===== config.mk =====
export PLATFORM = sky130hd
export DESIGN_NAME = seq_detect_param
export DESIGN_NICKNAME = d
export VERILOG_FILES = /design/src/rtl/seq_detect_param.sv
export SDC_FILE = /design/constraint.sdc
export NUM_CORES = 1
export LEC_CHECK = 0
export BUFFER_PORTS_ARGS = -buffer_cell sky130_fd_sc_hd__clkbuf_2
export CORE_MARGIN = 1
export CORE_UTILIZATION = 55
export DETAILED_ROUTE_END_ITERATION = 8
export GPL_TIMING_DRIVEN = 0
export PLACE_DENSITY = 0.86
export SYNTH_ARGS = -nofsm -noshare
export SYNTH_HDL_FRONTEND = slang
export SYNTH_SLANG_ARGS = --single-unit

===== constraint.sdc =====
create_clock -name clk -period 6.5 [get_ports clk]
set_input_delay 0.65 -clock clk [delete_from_list [all_inputs] [get_ports clk]]
set_output_delay 0.65 -clock clk [all_outputs]
set_load 0.005 [all_outputs]

===== src/rtl/seq_detect_param.sv =====
// Parametrised serial pattern detector with run-time loadable pattern, fill guard,
// overlap/non-overlap modes and saturating match counter. Optional mask: SEQ_DETECT_MASK_EN.
module seq_detect_param #(
   parameter int unsigned       PAT_W   = 4,
   parameter int unsigned       CNT_W   = 8,
   parameter logic [PAT_W-1:0]  RST_PAT = PAT_W'(4'b1001)
) (
   input  logic             clk,
   input  logic             rst_n,
   input  logic             seq_valid,
   input  logic             seq,
   input  logic             overlap,
   input  logic             pat_load,
   input  logic [PAT_W-1:0] pat_in,
`ifdef SEQ_DETECT_MASK_EN
   input  logic [PAT_W-1:0] pat_mask_in,
`endif
   input  logic             cnt_clr,
   output logic             detect,
   output logic [CNT_W-1:0] match_cnt,
   output logic             cnt_sat
);

   localparam int unsigned      FILL_W    = $clog2(PAT_W + 1);
   localparam logic [FILL_W-1:0] FILL_FULL = FILL_W'(PAT_W);
   localparam logic [CNT_W-1:0]  CNT_MAX   = '1;

   if (PAT_W < 2 || PAT_W > 32) begin : g_pat_w_check
      $error("seq_detect_param: PAT_W must be in 2..32");
   end

   logic [PAT_W-1:0]  shift_q, shift_d;
   logic [FILL_W-1:0] fill_q, fill_d;
   logic [PAT_W-1:0]  pat_q, pat_d;
   logic              detect_q, detect_d;
   logic [CNT_W-1:0]  cnt_q, cnt_d;
   logic              sat_q, sat_d;
`ifdef SEQ_DETECT_MASK_EN
   logic [PAT_W-1:0]  mask_q, mask_d;
`endif

   logic [PAT_W-1:0]  window_c;
   logic [FILL_W-1:0] fill_inc_c;
   logic [PAT_W-1:0]  diff_c;
   logic              match_c;

   // Candidate window including the bit sampled on this edge; fill guard uses post-edge fill.
   always_comb begin
      window_c   = {shift_q[PAT_W-2:0], seq};
      fill_inc_c = (fill_q == FILL_FULL) ? FILL_FULL : fill_q + FILL_W'(1);
`ifdef SEQ_DETECT_MASK_EN
      diff_c     = (window_c ^ pat_q) & mask_q;
`else
      diff_c     = window_c ^ pat_q;
`endif
      match_c    = seq_valid && !pat_load && (fill_inc_c == FILL_FULL) && (diff_c == '0);
   end

   always_comb begin
      shift_d  = shift_q;
      fill_d   = fill_q;
      pat_d    = pat_q;
      detect_d = match_c;
      cnt_d    = cnt_q;
`ifdef SEQ_DETECT_MASK_EN
      mask_d   = mask_q;
`endif
      if (pat_load) begin
         pat_d   = pat_in;
`ifdef SEQ_DETECT_MASK_EN
         mask_d  = pat_mask_in;
`endif
         shift_d = '0;
         fill_d  = '0;
      end else if (seq_valid) begin
         shift_d = window_c;
         // Non-overlap mode restarts the fill guard so the next match needs fresh bits.
         fill_d  = (match_c && !overlap) ? '0 : fill_inc_c;
      end

      if (cnt_clr) begin
         cnt_d = '0;
      end else if (match_c && (cnt_q != CNT_MAX)) begin
         cnt_d = cnt_q + CNT_W'(1);
      end
      sat_d = (cnt_d == CNT_MAX);
   end

   always_ff @(posedge clk or negedge rst_n) begin
      if (!rst_n) begin
         shift_q  <= '0;
         fill_q   <= '0;
         pat_q    <= RST_PAT;
         detect_q <= 1'b0;
         cnt_q    <= '0;
         sat_q    <= 1'b0;
`ifdef SEQ_DETECT_MASK_EN
         mask_q   <= '1;
`endif
      end else begin
         shift_q  <= shift_d;
         fill_q   <= fill_d;
         pat_q    <= pat_d;
         detect_q <= detect_d;
         cnt_q    <= cnt_d;
         sat_q    <= sat_d;
`ifdef SEQ_DETECT_MASK_EN
         mask_q   <= mask_d;
`endif
      end
   end

   assign detect    = detect_q;
   assign match_cnt = cnt_q;
   assign cnt_sat   = sat_q;

endmodule


Word-level counts from Yosys, hierarchy flattened
Cells that the tools add are included.

$add $sub $neg: 2. Equality and inequality tests: 4. Muxes and demuxes: 8. Bitwise logic cells: 1. Reduce and logical (&&, ||, !) cells: 9.

Operators with widths (count): $mux 3 (6); $mux 8 (2); $add 8x1->8 const B (1); $eq 8x8->1 const B (1); $ne 8x8->1 const B (1); $eq 3x3->1 const B (2); $logic_and 1x1->1 (5); $logic_not 4->1 (1); $xor 4x4->4 (1); $add 3x1->3 const B (1); $logic_not 1->1 (2); $reduce_bool 2->1 (1).

Register bits after elaboration: 20. Input port bits: 11. Logic and storage cells: 30.

Longest topological paths before layout
Gate-level depths: netlist of run 1.

Depth in word-level cells: 9. Mapped depth: 8. Mapped depth without buffers: 8.

Worst setup path after synthesis of run 1
OpenSTA, ideal clock, no wires.

Kind: input port to flip-flop. Start: input seq_valid. End: register sat_q, in the netlist cnt_sat. Setup time: 0.121 ns. Arrival: 2.319 ns. Required time: 6.379 ns. Setup slack: 4.060 ns. Stages on the path: 6. Cells stage by stage: buf_4 o2111ai_1 or4_4 o311a_1 o211ai_1 and4bb_2.

Longest elaborated chain between the ends: 7.

RTL lines: start, declared (RTL line 10) `input logic seq_valid,`; $logic_and 1x1->1 (3 in series) (RTL line 56) `match_c = seq_valid && !pat_load && (fill_inc_c == FILL_FULL) && (diff_c == '0);`; $logic_and 1x1->1 (RTL line 83) `end else if (match_c && (cnt_q != CNT_MAX)) begin`; $mux 8 (RTL line 83); $mux 8 (RTL line 81) `if (cnt_clr) begin`; $eq 8x8->1 (RTL line 86) `sat_d = (cnt_d == CNT_MAX);`; via sat_d (RTL line 37) `logic sat_q, sat_d;`; end signal, assigned (RTL line 106) `sat_q <= sat_d;`; end, declared (RTL line 37).

The timed path passes the listed nets, and every way through them passes these cells. A chain may end at the register's enable or synchronous reset.

Final worst setup path of run 1
Start: register fill_q[0]. End: register sat_q, in the netlist cnt_sat.

Longest elaborated chain between the ends: 9. Elaborated cells on any way between the ends: 10. Those cells by class: add/sub: 1; eq/ne: 3; mux: 3; reduce/logical: 3.

RTL lines: start, declared (RTL line 33) `logic [FILL_W-1:0] fill_q, fill_d;`; start signal, assigned (RTL line 102) `fill_q <= fill_d;`; $add 3x1->3 or $eq 3x3->1 (tied branches) (RTL line 50) `fill_inc_c = (fill_q == FILL_FULL) ? FILL_FULL : fill_q + FILL_W'(1);`; $mux 3 (*) (RTL line 50); $eq 3x3->1 (*) (RTL line 56); $logic_and 1x1->1 (*) (2 in series) (RTL line 56); $logic_and 1x1->1 (*) (RTL line 83); $mux 8 (*) (RTL line 83); $mux 8 (*) (RTL line 81); via cnt_d[0] (RTL line 36) `logic [CNT_W-1:0] cnt_q, cnt_d;`; $eq 8x8->1 (*) (RTL line 86); via sat_d (RTL line 37).

Mark *: on every way through the listed nets, which the timed path passes. The rest lies on a longest branch.

==> impl_results.md, run 1 <==
- Worst rel slew slack: 49.8%
- Vias in the first global route: 850
- Status: finished, final reports clean
- Largest net degree at the start of global routing: 21
- GR Util All Layers: 24.8%
- Most used DFF post-synth: dfrtp_1
- DP HPWL: 1740 um
- Post-synthesis async set-or-reset flop share: 100%
- CP max stage delay: 0.70 ns
- Resize count post-CTS: 0
- Clock sink total: 20
- IO Port Bufs: 18
- Post-Syn Nets: 121
- CP endpoint kind: flip-flop
- Final setup viols: 0
- Layout cells sized above 1: 27.1%
- Area taken by multi-input logic gates: 564 um2
- Setup TNS: 0 ns
- Critical setup path kind: flip-flop to flip-flop
- Crit start category: flip-flop
- CORE AREA: 1800 um2
- Fill cells: 153
- Non-Filler Instances: 154
- Inst Count DP: 150
- Critical path's slowest cell: nor4_2
- Commonest non-fill, non-tap cells in the layout: 18 x dfrtp_1, 18 x clkbuf_2, 11 x nor2_1
- Die ar.: 2190 um2
- Gr ovfl total: 0
- Maxcap violations: 0
- Postcts setup bufs: 0
- Cts bufs inserted: 3
- Insertion delay to the later sink of the worst-skew pair: 0.29 ns
- GPL Wtd Cong: 0.791
- Min-Delay Path Class: input pin to async pin
- Post-synthesis sequential area ratio: 45.5%
- Fmax achieved: 0.366 GHz
- Worst reg2reg path depth: 8
- Top Ports: 21
- Final core occ: 69.5%
- Leak: 0.552 nW
- Fin Clk Skew: 0.0105 ns
- Vias: 908
- RSZ-0062 raised after global routing: no
- Nets: 144
- First-pass GRT wire length: 3800 um
- DRC: 0
- Worst-path clk slew: 0.12 ns
- Critical Path RT: 6.70 ns
- Yosys warns: 0
- Max Slew Vio Count: 0
- Row count: 15
- Die W: 46.8 um
- Worst-case clock buffer depth: 2
- Antenna violations before repair: 0
- Avg Inst Size Synth: 10.3 um2
- Final worst path period need: 2.73 ns
- DR pass1 iterations: 4
- R2R Setup Slk: 3.77 ns
- Max FO, Critical Path: 7
- Power density cells: 172 nW/um2
- Syn-to-layout area delta: 13.4%
- #FFs+latches synth: 20
- Fin area: 1250 um2
- Root buffer cell: clkbuf_4
- Gate count after technology mapping: 107
- Tcrit/Tclk final: 42.0%
- ANT nets after route: 0
- Crit path DAT: 2.93 ns
- Initial core utilization: 61.3%
- DIE HEIGHT: 46.8 um
- WL/cell: 15.0 um
- Dpl ws: 3.78 ns
- Final setup margin: 3.77 ns
- H-tree levels: 1
- Flip-flop and latch area: 503 um2
- Inserted Diodes: 0
- Hold_buf cts: 0
- Final hold vios: 0
- Worst Max-Slew Pin Slew: 0.747 ns
- Post-synth EDFFs: 0
- Cell Area, Synth: 1100 um2
- CTS tree: yes
- Vias per cell: 5.90
- First DRT Iteration DRCs: 32
- Crit-path cells: inv_1, ha_1, nand2b_1, a21o_1, nor4_2, mux2_2, o211ai_1, and4bb_2
- Maximum VDD drop: 151 uV
- DRT Wirelength: 2310 um
- Synth cell types: 38
- Area after DPL: 1230 um2
==> final cells by class <==
type,instances,share of cell area [%]
multi-input combinational,78,45.1
timing repair buffer,18,7.19
tap,25,2.50
clock buffer,4,2.10
buffer,4,1.50
sequential,20,40.2
inverter,5,1.50
==> metrics by stage <==
| stage | hold WS, ns | total power, mW |
|---|---|---|
| 2_1_floorplan | 0.354 | 0.149 |
| 3_3_place_gp | 0.513 | 0.156 |
| 3_5_place_dp | 0.524 | 0.158 |
| 4_1_cts | 0.303 | 0.218 |
| 5_1_grt | 0.314 | 0.226 |
| 6_report | 0.291 | 0.216 |
==> synth_stat cells (all sizes together) (2+ instances only) <==
library cell,instances,area [um2]
nand4,2,12.5
inv,5,18.8
a21oi,4,20.0
mux2i,5,50.1
ha,3,37.5
nand3,5,25.0
mux2,8,90.1
nand2,5,18.8
clkbuf,2,7.51
nor2,11,41.3
nand3b,2,15.0
buf,2,11.3
xor2,3,26.3
nor4,3,25.0
nand2b,3,18.8
nor2b,3,18.8
or4,2,18.8
dfstp,2,52.6
xnor2,3,26.3
nor3,2,10.0
dfrtp,18,450
==> metal layers <==
layer,vias to the layer above,part of all wire (%),track usage [%]
li1,432,-,-
met1,436,42,31.5
met2,36,50,41.7
met3,4,5.8,5.77
met4,0,1.4,8.57
met5,-,0,0
==> state kept, by name (all words and copies together), names as in the netlist <==
name	flops
cnt_sat	1
detect	1
fill_q	3
match_cnt	8
pat_q	4
shift_q	3
==> critical path: cells and delay by family (launching register included) <==
family	cells	cell delay [ns]
AO/OA/AOI/OAI	2	0.31
adder cells (fa/ha/maj)	1	0.31
buffers and inverters	1	0.08
flip-flops	1	0.39
multiplexers	1	0.42
AND/OR/NAND/NOR	3	1.11
==> power breakdown <==
| group | internal [mW] | switching [mW] | total, mW |
|---|---|---|---|
| Combinational | 0.0107 | 0.0122 | 0.0229 |
| Clock | 0.0238 | 0.0366 | 0.0605 |
| Sequential | 0.129 | 0.00317 | 0.133 |
| Total | 0.164 | 0.0520 | 0.216 |
==> kinds of logic (layout without fill, tap and decap cells) <==
family	count (synthesis)	in the layout	synth area share (%)
adders and majority gates	3	3	3.40
AOI/OAI and AO/OA	13	13	8.16
xor gates and xnor gates	6	6	4.76
muxes	13	13	12.7
DFF	20	20	45.5
buffers and inverters	9	31	3.40
and+or+nand+nor	43	43	22.1
==> final timing paths <==
path                                        from                endpoint
max                        fill_q[0]$_DFFE_PN0P_       cnt_sat$_DFF_PN0_
min                                        rst_n  match_cnt[4]$_DFF_PN0_
max reg2reg                fill_q[0]$_DFFE_PN0P_       cnt_sat$_DFF_PN0_
min reg2reg                 pat_q[1]$_DFFE_PN0P_    pat_q[1]$_DFFE_PN0P_
max in group asynchronous                  rst_n    pat_q[3]$_DFFE_PN1P_
min in group clk            pat_q[1]$_DFFE_PN0P_    pat_q[1]$_DFFE_PN0P_
(Power assumes the default switching activity.)
==> run 2, diff against run 1 <==
--- a/config.mk
+++ b/config.mk
@@ -7,10 +7,10 @@
 export LEC_CHECK = 0
 export BUFFER_PORTS_ARGS = -buffer_cell sky130_fd_sc_hd__clkbuf_2
 export CORE_MARGIN = 1
-export CORE_UTILIZATION = 55
+export CORE_UTILIZATION = 53
 export DETAILED_ROUTE_END_ITERATION = 8
 export GPL_TIMING_DRIVEN = 0
-export PLACE_DENSITY = 0.86
+export PLACE_DENSITY = 0.84
 export SYNTH_ARGS = -nofsm -noshare
 export SYNTH_HDL_FRONTEND = slang
 export SYNTH_SLANG_ARGS = --single-unit
==> constraint.sdc (replaced) <==
create_clock -name clk -period 2.6 [get_ports clk]
set_input_delay 0.26 -clock clk [delete_from_list [all_inputs] [get_ports clk]]
set_output_delay 0.26 -clock clk [all_outputs]
set_load 0.005 [all_outputs]
==> impl_results.md, run 2 (synthesized netlist as in run 1, its figures left out) <==
- Status: finished, final reports clean (unchanged)
- Layout cells sized above 1: 35.3% (was 27.1%)
- DIE HEIGHT: 47.7 um (was 46.8 um)
- Critical Path RT: 2.86 ns (was 6.70 ns)
- Crit path DAT: 2.80 ns (was 2.93 ns)
- Inserted Diodes: 0 (unchanged)
- H-tree levels: 1 (unchanged)
- Cts bufs inserted: 3 (unchanged)
- Maximum VDD drop: 263 uV (was 151 uV)
- ANT nets after route: 0 (unchanged)
- Worst-case clock buffer depth: 2 (unchanged)
- Top Ports: 21 (unchanged)
- Gr ovfl total: 0 (unchanged)
- Vias: 917 (was 908)
- Fmax achieved: 0.394 GHz (was 0.366 GHz)
- Area taken by multi-input logic gates: 628 um2 (was 564 um2)
- Row count: 16 (was 15)
- GPL Wtd Cong: 0.750 (was 0.791)
- Maxcap violations: 0 (unchanged)
- Final setup margin: 0.0648 ns (was 3.77 ns)
- DR pass1 iterations: 4 (unchanged)
- Worst-path clk slew: 0.12 ns (about the same)
- Critical path's slowest cell: or4_4 (was nor4_2)
- Critical setup path kind: flip-flop to flip-flop (unchanged)
- Vias per cell: 5.63 (was 5.90)
- CTS tree: yes (unchanged)
- Largest net degree at the start of global routing: 21 (unchanged)
- GR Util All Layers: 22.1% (was 24.8%)
- Flip-flop and latch area: 503 um2 (unchanged)
- Fill cells: 156 (was 153)
- CP endpoint kind: flip-flop (unchanged)
- Max reg flops: 8 (unchanged)
- Inst Count DP: 152 (was 150)
- Non-Filler Instances: 163 (was 154)
- Crit-path most repeated cell: or4_4
- Final worst path period need: 2.54 ns (was 2.73 ns)
- CORE AREA: 1960 um2 (was 1800 um2)
- DP HPWL: 1570 um (was 1740 um)
- Initial core utilization: 56.3% (was 61.3%)
- Worst Max-Slew Pin Slew: 0.494 ns (was 0.747 ns)
- Tcrit/Tclk final: 97.5% (was 42.0%)
- First DRT Iteration DRCs: 22 (was 32)
- IO Port Bufs: 18 (unchanged)
- Final hold vios: 0 (unchanged)
- Final hold slack: 0.186 ns (was 0.291 ns)
- CP max stage delay: 0.57 ns (was 0.70 ns)
- Nets: 151 (was 144)
- Insertion delay to the later sink of the worst-skew pair: 0.31 ns (was 0.29 ns)
- Die W: 47.7 um (was 46.8 um)
- Total power: 0.561 mW (was 0.216 mW)
- WL/cell: 14.4 um (was 15.0 um)
- Antenna violations before repair: 0 (unchanged)
- Leak: 0.587 nW (was 0.552 nW)
- Max FO, Critical Path: 5 (was 7)
- Dpl ws: -0.0967 ns (was 3.78 ns)
- Syn-to-layout area delta: 24.3% (was 13.4%)
- Final setup viols: 0 (unchanged)
- Crit-path cells: inv_1, ha_4, nand2b_1, a21o_1, or4_4, or4_4, a21oi_2, and4bb_2 (was inv_1, ha_1, nand2b_1, a21o_1, nor4_2, mux2_2, o211ai_1, and4bb_2)
- Power density cells: 408 nW/um2 (was 172 nW/um2)
- Worst rel slew slack: 66.8% (was 49.8%)
- DRT Wirelength: 2350 um (was 2310 um)
- Commonest non-fill, non-tap cells in the layout: 18 x dfrtp_1, 18 x clkbuf_2, 11 x nor2_1 (unchanged)
- First-pass GRT wire length: 3400 um (was 3800 um)
- Die ar.: 2270 um2 (was 2190 um2)
- Min-Delay Path Class: input pin to flip-flop (was input pin to async pin)
- Root buffer cell: clkbuf_4 (unchanged)
- DRC: 0 (unchanged)
- Crit start category: flip-flop (unchanged)
- Clock sink total: 20 (unchanged)
- Max Slew Vio Count: 0 (unchanged)
- Vias in the first global route: 818 (was 850)
- Fin Clk Skew: 0.0139 ns (was 0.0105 ns)
- Final core occ: 70.0% (was 69.5%)
-- run 2: layer usage --
metal	track usage, %	routed length (um)	vias to the layer above	share of wire (%)
met5	0	0	-	0
met4	11.7	32	0	1.4
met3	4.53	115	4	4.9
met2	37.8	1220	26	52
met1	26.1	980	444	42
li1	-	-	443	-
-- run 2: layout make-up --
cell class	count	area share, %
multi-input cells	78	45.7
flip-flops and latches	20	36.6
repair buffers	25	10.6
well taps	27	2.46
clock buffers	4	1.91
plain buffers	4	1.37
inverters	5	1.37
-- run 2: repair_timing --
item                                    in CTS  in global routing
pin swaps                                    0                  5
hold buffers                                 1                  0
setup buffers                                2                  4
gates resized for setup                      4                  6
endpoints found under the setup margin       1                  1
hold endpoints to repair                    18                  0
-- run 2: path summary, 6_finish.rpt --
kind                                     endpoint                  start  depth (start not counted)  slack (ns)
setup / recovery                cnt_sat$_DFF_PN0_  fill_q[1]$_DFFE_PN0P_                          8        0.06
hold / removal               pat_q[3]$_DFFE_PN1P_              pat_in[3]                          2        0.19
setup reg to reg                cnt_sat$_DFF_PN0_  fill_q[1]$_DFFE_PN0P_                          8        0.06
hold reg to reg              pat_q[2]$_DFFE_PN0P_   pat_q[2]$_DFFE_PN0P_                          1        0.56
max in group asynchronous    pat_q[0]$_DFFE_PN1P_                  rst_n                          2        1.80
min in group asynchronous  match_cnt[1]$_DFF_PN0_                  rst_n                          2        0.43
-- run 2: critical path: cells and delay by family, from the launching register on --
kind | cells | cell delay (ns)
flops | 1 | 0.41
simple gates | 4 | 1.38
buf+inv | 1 | 0.11
fa+ha+maj | 1 | 0.20
compound gates | 2 | 0.39
-- run 2: where the power goes --
part	internal (mW)	switching (mW)	total [mW]
sequential	0.324	0.00824	0.332
combinational	0.0356	0.0367	0.0723
clock	0.0599	0.0970	0.157
-- run 2: per-stage QoR --
step | TNS (ns) | area, um2
final | 0 | 1370
after global routing | -0.00226 | 1370
after CTS | 0 | 1310
after detailed placement | -0.0967 | 1230
after global placement | -0.0315 | 1230
after floorplan | 0 | 1100
==> run 3, diff against run 2 <==
--- a/config.mk
+++ b/config.mk
@@ -7,10 +7,10 @@
 export LEC_CHECK = 0
 export BUFFER_PORTS_ARGS = -buffer_cell sky130_fd_sc_hd__clkbuf_2
 export CORE_MARGIN = 1
-export CORE_UTILIZATION = 53
+export CORE_UTILIZATION = 48
 export DETAILED_ROUTE_END_ITERATION = 8
 export GPL_TIMING_DRIVEN = 0
-export PLACE_DENSITY = 0.84
+export PLACE_DENSITY = 0.8
 export SYNTH_ARGS = -nofsm -noshare
 export SYNTH_HDL_FRONTEND = slang
 export SYNTH_SLANG_ARGS = --single-unit
==> constraint.sdc (replaced) <==
create_clock -name clk -period 2.2 [get_ports clk]
set_input_delay 0.22 -clock clk [delete_from_list [all_inputs] [get_ports clk]]
set_output_delay 0.22 -clock clk [all_outputs]
set_load 0.005 [all_outputs]
==> impl_results.md, run 3 (synthesized netlist as in run 1, its figures left out) <==
- Critical setup path kind: flip-flop to flip-flop (unchanged)
- Worst-path clk slew: 0.11 ns (was 0.12 ns)
- Crit start category: flip-flop (unchanged)
- Nets: 155 (was 151)
- First-pass GRT wire length: 4040 um (was 3400 um)
- Failing checks: negative setup slack
- Setup TNS: -0.609 ns (was 0 ns)
- Max reg flops: 8 (unchanged)
- Clock sink total: 20 (unchanged)
- Worst rel slew slack: 66.8% (about the same)
- DP HPWL: 1630 um (was 1570 um)
- WL/cell: 14.2 um (was 14.4 um)
- IO Port Bufs: 18 (unchanged)
- DIE HEIGHT: 50.0 um (was 47.7 um)
- CP startpoint: fill_q[0]$_DFFE_PN0P_ (was fill_q[1]$_DFFE_PN0P_)
- DR pass1 iterations: 4 (unchanged)
- Inst Count DP: 153 (was 152)
- Inserted Diodes: 0 (unchanged)
- Fin Clk Skew: 0.0101 ns (was 0.0139 ns)
- R2R Setup Slk: -0.25 ns (was 0.06 ns)
- Die W: 50.0 um (was 47.7 um)
- Vias: 943 (was 917)
- Layout cells sized above 1: 40.7% (was 35.3%)
- Insertion delay to the later sink of the worst-skew pair: 0.30 ns (was 0.31 ns)
- GPL Wtd Cong: 0.802 (was 0.750)
- Reg-to-Reg End: cnt_sat$_DFF_PN0_ (unchanged)
- Maxcap violations: 0 (unchanged)
- Worst reg2reg path depth: 8 (unchanged)
- Vias in the first global route: 912 (was 818)
- CP endpoint kind: flip-flop (unchanged)
- Gr ovfl total: 0 (unchanged)
- Max FO, Critical Path: 4 (was 5)
- Commonest non-fill, non-tap cells in the layout: 18 x dfrtp_1, 18 x clkbuf_2, 11 x buf_4, 11 x nor2_1, 7 x mux2_2 (was 18 x dfrtp_1, 18 x clkbuf_2, 11 x nor2_1)
- First DRT Iteration DRCs: 18 (was 22)
- Min-Delay Path Class: input pin to flip-flop (unchanged)
- Fin area: 1430 um2 (was 1370 um2)
- Total power: 0.663 mW (was 0.561 mW)
- DRT Wirelength: 2380 um (was 2350 um)
- Vias per cell: 5.61 (was 5.63)
- Die ar.: 2500 um2 (was 2270 um2)
- CORE AREA: 2190 um2 (was 1960 um2)
- Root buffer cell: clkbuf_4 (unchanged)
- Area after DPL: 1270 um2 (was 1230 um2)
- Worst setup path endpoint: cnt_sat$_DFF_PN0_ (unchanged)
- Fmax achieved: 0.409 GHz (was 0.394 GHz)
- RSZ-0062 raised after global routing: yes
- GR Util All Layers: 21.8% (was 22.1%)
- H-tree levels: 1 (unchanged)
- Worst Max-Slew Pin Slew: 0.498 ns (was 0.494 ns)
- Crit path DAT: 2.70 ns (was 2.80 ns)
- Maximum VDD drop: 441 uV (was 263 uV)
- Max Slew Vio Count: 0 (unchanged)
- Final worst path period need: 2.45 ns (was 2.54 ns)
- Status: complete, but fails checks (was finished, final reports clean)
- Tcrit/Tclk final: 111% (was 97.5%)
- CTS tree: yes (unchanged)
- Final setup margin: -0.247 ns (was 0.0648 ns)
- Largest net degree at the start of global routing: 21 (unchanged)
- ANT nets after route: 0 (unchanged)
- Final setup viols: 3 (was 0)
- Final hold vios: 0 (unchanged)
- Initial core utilization: 50.4% (was 56.3%)
- Critical Path RT: 2.45 ns (was 2.86 ns)
- Cts bufs inserted: 3 (unchanged)
- Non-Filler Instances: 168 (was 163)
- Syn-to-layout area delta: 29.4% (was 24.3%)
- Reg-to-reg startpoint: fill_q[0]$_DFFE_PN0P_ (was fill_q[1]$_DFFE_PN0P_)
- DRC: 0 (unchanged)
- Worst-case clock buffer depth: 2 (unchanged)
- Row count: 17 (was 16)
- Top Ports: 21 (unchanged)
- Antenna violations before repair: 0 (unchanged)
- Power density cells: 464 nW/um2 (was 408 nW/um2)
- Leak: 0.627 nW (was 0.587 nW)
==> run 3: area by class of cell <==
cell class	instances	area, um2
Buffer	4	22.5
Clock buffer	4	26.3
Fill cell	174	761
Inverter	5	18.8
Multi-Input combinational cell	78	649
Sequential cell	20	503
Tap cell	28	35.0
Timing Repair Buffer	29	175
==> run 3: worst min path at each step <==
stage / to / from / slack (ns) / cells after the start
6_report: pat_q[0]$_DFFE_PN1P_ / pat_in[0] / 0.15 / 2
5_1_grt: pat_q[3]$_DFFE_PN1P_ / pat_in[3] / 0.13 / 2
4_1_cts: pat_q[0]$_DFFE_PN1P_ / pat_in[0] / 0.14 / 2
3_5_place_dp: cnt_sat$_DFF_PN0_ / rst_n / 0.21 / 1
3_3_place_gp: cnt_sat$_DFF_PN0_ / rst_n / 0.20 / 1
2_1_floorplan: cnt_sat$_DFF_PN0_ / rst_n / -0.08 / 0
==> run 3: worst max-delay path, cell delays in order (launching register included) <==
cell and delay [ns]:
dfrtp_1 0.43, inv_2 0.09, ha_4 0.20, nand2b_4 0.13, a21o_1 0.17, or4_4 0.56
or4_4 0.44, a21oi_2 0.14, and4bb_2 0.23
==> run 3: repair_timing <==
| item | CTS | global route |
|---|---|---|
| endpoints found under the setup margin | 4 | 9 |
| hold buffers | 1 | 0 |
| setup buffers | 8 | 3 |
| pin swaps | 8 | 5 |
| hold endpoints to repair | 18 | 0 |
| resized for setup | 6 | 4 |
==> run 3: where the power goes <==
group	total (mW)	switching, mW	internal [mW]
Sequential	0.392	0.00995	0.382
Combinational	0.0899	0.0451	0.0448
Clock	0.181	0.110	0.0707
==> run 3: stage by stage <==
| stage | util (%) | hold WS [ns] | setup slack [ns] |
|---|---|---|---|
| final | 65.3 | 0.148 | -0.247 |
| after global routing | 65.3 | 0.135 | -0.333 |
| after CTS | 63.5 | 0.140 | -0.310 |
| after detailed placement | 57.9 | 0.212 | -0.327 |
| after global placement | 57.9 | 0.200 | -0.242 |
| after floorplan | - | -0.0756 | -0.103 |
==> run 3: metal layers <==
layer | share of wire, % | vias up | track usage, %
li1 | - | 456 | -
met5 | 0 | - | 0
met4 | 1.9 | 0 | 11.9
met2 | 52 | 20 | 35.1
met3 | 2.6 | 7 | 4.63
met1 | 44 | 460 | 26.9
